<file path="config.mk">
export PLATFORM = sky130hd
export DESIGN_NAME = hms_clock
export DESIGN_NICKNAME = d
export VERILOG_FILES = /design/src/rtl/hms_clock.sv
export SDC_FILE = /design/constraint.sdc
export NUM_CORES = 1
export LEC_CHECK = 0
export CORE_MARGIN = 3
export CORE_UTILIZATION = 25
export CTS_BUF_LIST = sky130_fd_sc_hd__clkbuf_16
export CTS_CLUSTER_SIZE = 28
export DETAILED_ROUTE_END_ITERATION = 6
export GPL_ROUTABILITY_DRIVEN = 0
export HOLD_SLACK_MARGIN = 0.05
export PLACE_DENSITY = 0.42
export SLEW_MARGIN = 20
export SYNTH_ARGS = -nofsm -noshare
export SYNTH_HDL_FRONTEND = slang
export SYNTH_SLANG_ARGS = --single-unit
</file>
<file path="constraint.sdc">
create_clock -name clk -period 5.8 [get_ports clk]
set_clock_uncertainty 0.2 [all_clocks]
set_input_delay 0.58 -clock clk [delete_from_list [all_inputs] [get_ports clk]]
set_output_delay 0.58 -clock clk [all_outputs]
set_load 0.02 [all_outputs]
</file>
<file path="src/rtl/hms_clock.sv">
// BCD time-of-day counter driven by a 1 Hz toggle, with a two-button hour/minute set FSM.
// Optional alarm compare and latch are built when HMS_ALARM_EN is defined.
module hms_clock #(
    parameter int SYNC_STAGES = 2,
    parameter bit H24         = 1'b1
) (
    input  logic       clk,
    input  logic       reset,
    input  logic       pulse_in,
    input  logic       mode_btn,
    input  logic       inc_btn,
    output logic [7:0] sec_bcd,
    output logic [7:0] min_bcd,
    output logic [7:0] hr_bcd,
    output logic       pm,
    output logic [1:0] set_mode,
    output logic       sec_tick
`ifdef HMS_ALARM_EN
    ,
    input  logic       alarm_on,
    input  logic [7:0] alarm_hr_bcd,
    input  logic [7:0] alarm_min_bcd,
    input  logic       alarm_pm,
    output logic       alarm
`endif
);

    typedef enum logic [1:0] {RUN = 2'b00, SET_HR = 2'b01, SET_MIN = 2'b10} mode_e;

    mode_e                  state, state_d;
    logic [SYNC_STAGES-1:0] sync_q;
    logic [SYNC_STAGES:0]   vld_pipe;
    logic                   hist, sync_out, tick;
    logic                   pm_q, pm_d, tick_d;
    logic [7:0]             sec_d, min_d, hr_d;

    function automatic logic [7:0] inc60(input logic [7:0] v);
        if (v[3:0] == 4'd9)
            return (v[7:4] == 4'd5) ? 8'h00 : {v[7:4] + 4'd1, 4'd0};
        return {v[7:4], v[3:0] + 4'd1};
    endfunction

    function automatic logic [7:0] inc_hr(input logic [7:0] v);
        if (H24 && v == 8'h23) return 8'h00;
        if (!H24 && v == 8'h12) return 8'h01;
        if (v[3:0] == 4'd9) return {v[7:4] + 4'd1, 4'd0};
        return {v[7:4], v[3:0] + 4'd1};
    endfunction

    // vld_pipe masks the edge detector until history holds a real sample,
    // so the pulse_in level seen at reset release never looks like an edge.
    assign sync_out = sync_q[SYNC_STAGES-1];
    assign tick     = (sync_out ^ hist) & vld_pipe[SYNC_STAGES];

    always_ff @(posedge clk or posedge reset) begin
        if (reset) begin
            sync_q   <= '0;
            vld_pipe <= '0;
            hist     <= 1'b0;
        end else begin
            sync_q   <= {sync_q[SYNC_STAGES-2:0], pulse_in};
            vld_pipe <= {vld_pipe[SYNC_STAGES-1:0], 1'b1};
            hist     <= sync_out;
        end
    end

    always_comb begin
        state_d = state;
        sec_d   = sec_bcd;
        min_d   = min_bcd;
        hr_d    = hr_bcd;
        pm_d    = pm_q;
        tick_d  = 1'b0;
        case (state)
            RUN: begin
                if (mode_btn) begin
                    state_d = SET_HR;
                    sec_d   = 8'h00;
                end else if (tick) begin
                    tick_d = 1'b1;
                    sec_d  = inc60(sec_bcd);
                    if (sec_bcd == 8'h59) min_d = inc60(min_bcd);
                    if (sec_bcd == 8'h59 && min_bcd == 8'h59) begin
                        hr_d = inc_hr(hr_bcd);
                        pm_d = pm_q ^ (!H24 && hr_bcd == 8'h11);
                    end
                end
            end
            SET_HR: begin
                if (mode_btn) state_d = SET_MIN;
                else if (inc_btn) begin
                    hr_d = inc_hr(hr_bcd);
                    pm_d = pm_q ^ (!H24 && hr_bcd == 8'h11);
                end
            end
            SET_MIN: begin
                if (mode_btn) state_d = RUN;
                else if (inc_btn) min_d = inc60(min_bcd);
            end
            default: state_d = RUN;
        endcase
    end

    always_ff @(posedge clk or posedge reset) begin
        if (reset) begin
            state    <= RUN;
            sec_bcd  <= 8'h00;
            min_bcd  <= 8'h00;
            hr_bcd   <= H24 ? 8'h00 : 8'h12;
            pm_q     <= 1'b0;
            sec_tick <= 1'b0;
        end else begin
            state    <= state_d;
            sec_bcd  <= sec_d;
            min_bcd  <= min_d;
            hr_bcd   <= hr_d;
            pm_q     <= pm_d;
            sec_tick <= tick_d;
        end
    end

    assign pm       = H24 ? 1'b0 : pm_q;
    assign set_mode = state;

`ifdef HMS_ALARM_EN
    logic match, ack;
    // Compare against the post-tick time so alarm rises on the same edge as the counters.
    assign match = tick_d && sec_d == 8'h00 && min_d == alarm_min_bcd &&
                   hr_d == alarm_hr_bcd && (H24 || pm_d == alarm_pm);
    assign ack   = state == RUN && inc_btn && !mode_btn;

    always_ff @(posedge clk or posedge reset) begin
        if (reset)          alarm <= 1'b0;
        else if (!alarm_on) alarm <= 1'b0;
        else if (match)     alarm <= 1'b1;
        else if (ack)       alarm <= 1'b0;
    end
`endif

endmodule

</file>
==> results.md <==
- Status: finished, final reports clean
- First-pass GRT wire length: 6.375 mm
- Post-layout util: 0.3501
- Clock slew at reported path FFs: about 0.05 ns
- Worst vdd ir: 0.0001535 V
- Sw Ratio: 0.3461
- Detailed Route WL: around 3.8 mm
- Share of power burned in registers: 0.370
- Crit Path Category: in -> reg
- Synthesized net count: between 150 and 200
- Share of total power in combinational logic: 0.328
- Iter 0 DRT Violations: 70
- Die area: roughly 7800 um^2
- Nets@finish: around 210
- FILL cells: around 650
- Design Power: slightly below 1 mW
- Worst endpoint required time: around 5.8 ns
- Max_slew headroom: 0.6396
- # placed instances: around 270
- Resize count post-CTS: 0
- Slew Limit Fails: 0
- Sw power: ~0.33 mW
- Antenna-violating nets left: 0
- Hold Worst Slack: between 0.1 and 0.15 ns
- Reg2Reg Depth: 7
- Cts hold-fix bufs: 0
- Grt ovf: 0
- Tightest Pin Transition: roughly 0.54 ns
- Largest area contributor in the netlist: dfrtp_1
- Post-synth top area share: 0.4871
- Critical Path End Type: flip-flop
- Largest net degree at the start of global routing: 34
- Vias in the first global route: ~1.4k
- Row count: 29
- Layout cell share with drive strength beyond 1: 0.08543
- Fin worst setup slack: approximately 3.1 ns
- Die Wd: approximately 88 um
- Final Setup Violations: 0
- Via density: between 4 and 5
- Count leader, synth: dfrtp_1
- Leak Pwr: roughly 0.95 nW
- Die H: just under 90 um
- Global-route usage over all layers: 0.1058
- Max-Cap Viols: 0
- Dpl cell area: approximately 2100 um^2
- Core area: ~6500 um^2
- Leading cell types by count after synthesis: dfrtp_1 (33), o21ai_0 (14), nand2_1 (13), nand3_1 (12), inv_1 (11)
- Worst slack, placed: 2.842 ns
- Clk Latency, worst-skew pair: around 0.27 ns
- Post-synth cell types: 44
- EDFF count, synth: 0
- TritonCTS clock tree: built
- DR pass1 iterations: 4
- Pwr Density: 427.0 nW/um^2
- DRC errors left: 0
- Startpoint types: primary input
- Data arrival, critical path: about 2.6 ns
- CP max FO: 12
- Fin cells: around 280
- Num ports: 33
- Prevailing post-synth register cell: dfrtp_1
- Hold/Removal Path Class: reg -> reg
- F_max: between 0.3 and 0.4 GHz
- R2r setup slk: around 3.6 ns
- Finished Cell Area: around 2300 um^2
- Area delta synth->final: 33.36%
- Reg-to-Reg Start: sec_bcd[1]
- Critical path launch point: mode_btn
- I/O Buffers: 31
- Final hold vios: 0
- Syn avg cell area: between 10 and 15 um^2
- Initial core utilization: 0.2625
- RSZ-0062 raised after global routing: no
- CTS sink cnt: 33
- Netlist Area Pre-Place: about 1700 um^2
- Area contributors post-synth: dfrtp_1 (49%), ha_1 (7.4%), o21ai_0 (4.1%)
- Initial antenna violation count: 0
- Root Buffer: clkbuf_16
- Final min period: 2.656 ns
- R2R Path End: hr_bcd[7]
- Post-CTS Setup Bufs: 0
- CTS buffer count: 5
- Antenna cell count: 0
- H-tree depth: 2
- Routed len/inst: 13.61 um
- Post-synthesis sequential area ratio: 0.4871
- Synth Register Bits: 33
- Max Root-Sink Buffers: 2
- Mapped Cells: between 150 and 200
- Placed wire-length estimate: around 2.8 mm
- P_int: between 0.6 and 0.7 mW
- Total negative slack: 0 ns
- Synth async-reset ratio: 1.000
- Via count: 1306
- Clock power share: 0.302
- Worst setup path end: hr_bcd[7]
- Warnings, synthesis: 0
- Post-route clock period utilization: 0.4580
power groups by stage:
stage / clock network (mW) / registers [mW] / logic, mW
after detailed placement: 0 / 0.362 / 0.320
after global placement: 0 / 0.357 / 0.319
after CTS: 0.302 / 0.358 / 0.323
after global routing: 0.314 / 0.369 / 0.348
after floorplan: 0 / 0.399 / 0.134
final: 0.291 / 0.357 / 0.317
area by class of cell:
type / count / area [um^2] / area share
clock buffers: 5 / 125.1 / 0.05534
well taps: 77 / 96.34 / 0.04261
flip-flops and latches: 33 / 825.8 / 0.3652
multi-input cells: 115 / 817.0 / 0.3614
inverters: 11 / 41.29 / 0.01826
repair buffers: 32 / 317.8 / 0.1406
clock inverters: 3 / 37.54 / 0.01660
registers in the layout, indices dropped and copies added (netlist names):
name / cells
hist: 1
vld_pipe: 3
min_bcd: 8
set_mode: 2
sec_bcd: 8
sec_tick: 1
hr_bcd: 8
sync_q: 2
worst max-delay path, stage by stage:
cell and delay (ns):
clkdlybuf4s50_1 0.61, and4bb_2 0.44, nand4b_1 0.17, o21ai_1 0.48
nand3_1 0.17, xnor2_1 0.16
worst min-delay path by stage:
stage / startpoint / endpoint / slack, ns / cells after the start
2_1_floorplan: sync_q[0] / sync_q[1] / 0.13 / 0
5_1_grt: vld_pipe[1] / vld_pipe[2] / 0.16 / 0
3_3_place_gp: sync_q[0] / sync_q[1] / 0.14 / 0
3_5_place_dp: sync_q[0] / sync_q[1] / 0.14 / 0
4_1_cts: sync_q[0] / sync_q[1] / 0.15 / 0
6_report: sync_q[0] / sync_q[1] / 0.15 / 0
placed cells by master, fill, tap and decap left out, types with 3 or more instances in the layout:
master and instances:
and4bb_2 3, nand3b_1 4, nor2_1 7, o21ai_0 14
xnor2_1 6, clkbuf_16 5, dfrtp_1 33, inv_1 12
nand2_1 13, nand2b_1 3, ha_1 10, o31ai_1 5
nand3_1 12, clkdlybuf4s50_1 31
cells by family after synthesis:
kind of cell               share of synthesized area
and+or+nand+nor                               0.2118
AOI/OAI and AO/OA                             0.1432
DFF                                           0.4871
buffers and inverters                        0.03100
adders and majority gates                    0.07380
xor gates and xnor gates                     0.03616
other                                       0.004430
muxes                                        0.01255
routing by layer:
metal,track usage,vias to the layer above,share of wire
met2,0.1754,28,0.48
met1,0.1269,619,0.45
li1,-,651,-
met4,0.04670,0,0.018
met3,0.03166,8,0.050
met5,0,-,0
No activity file was read; power rests on OpenSTA's default activity.
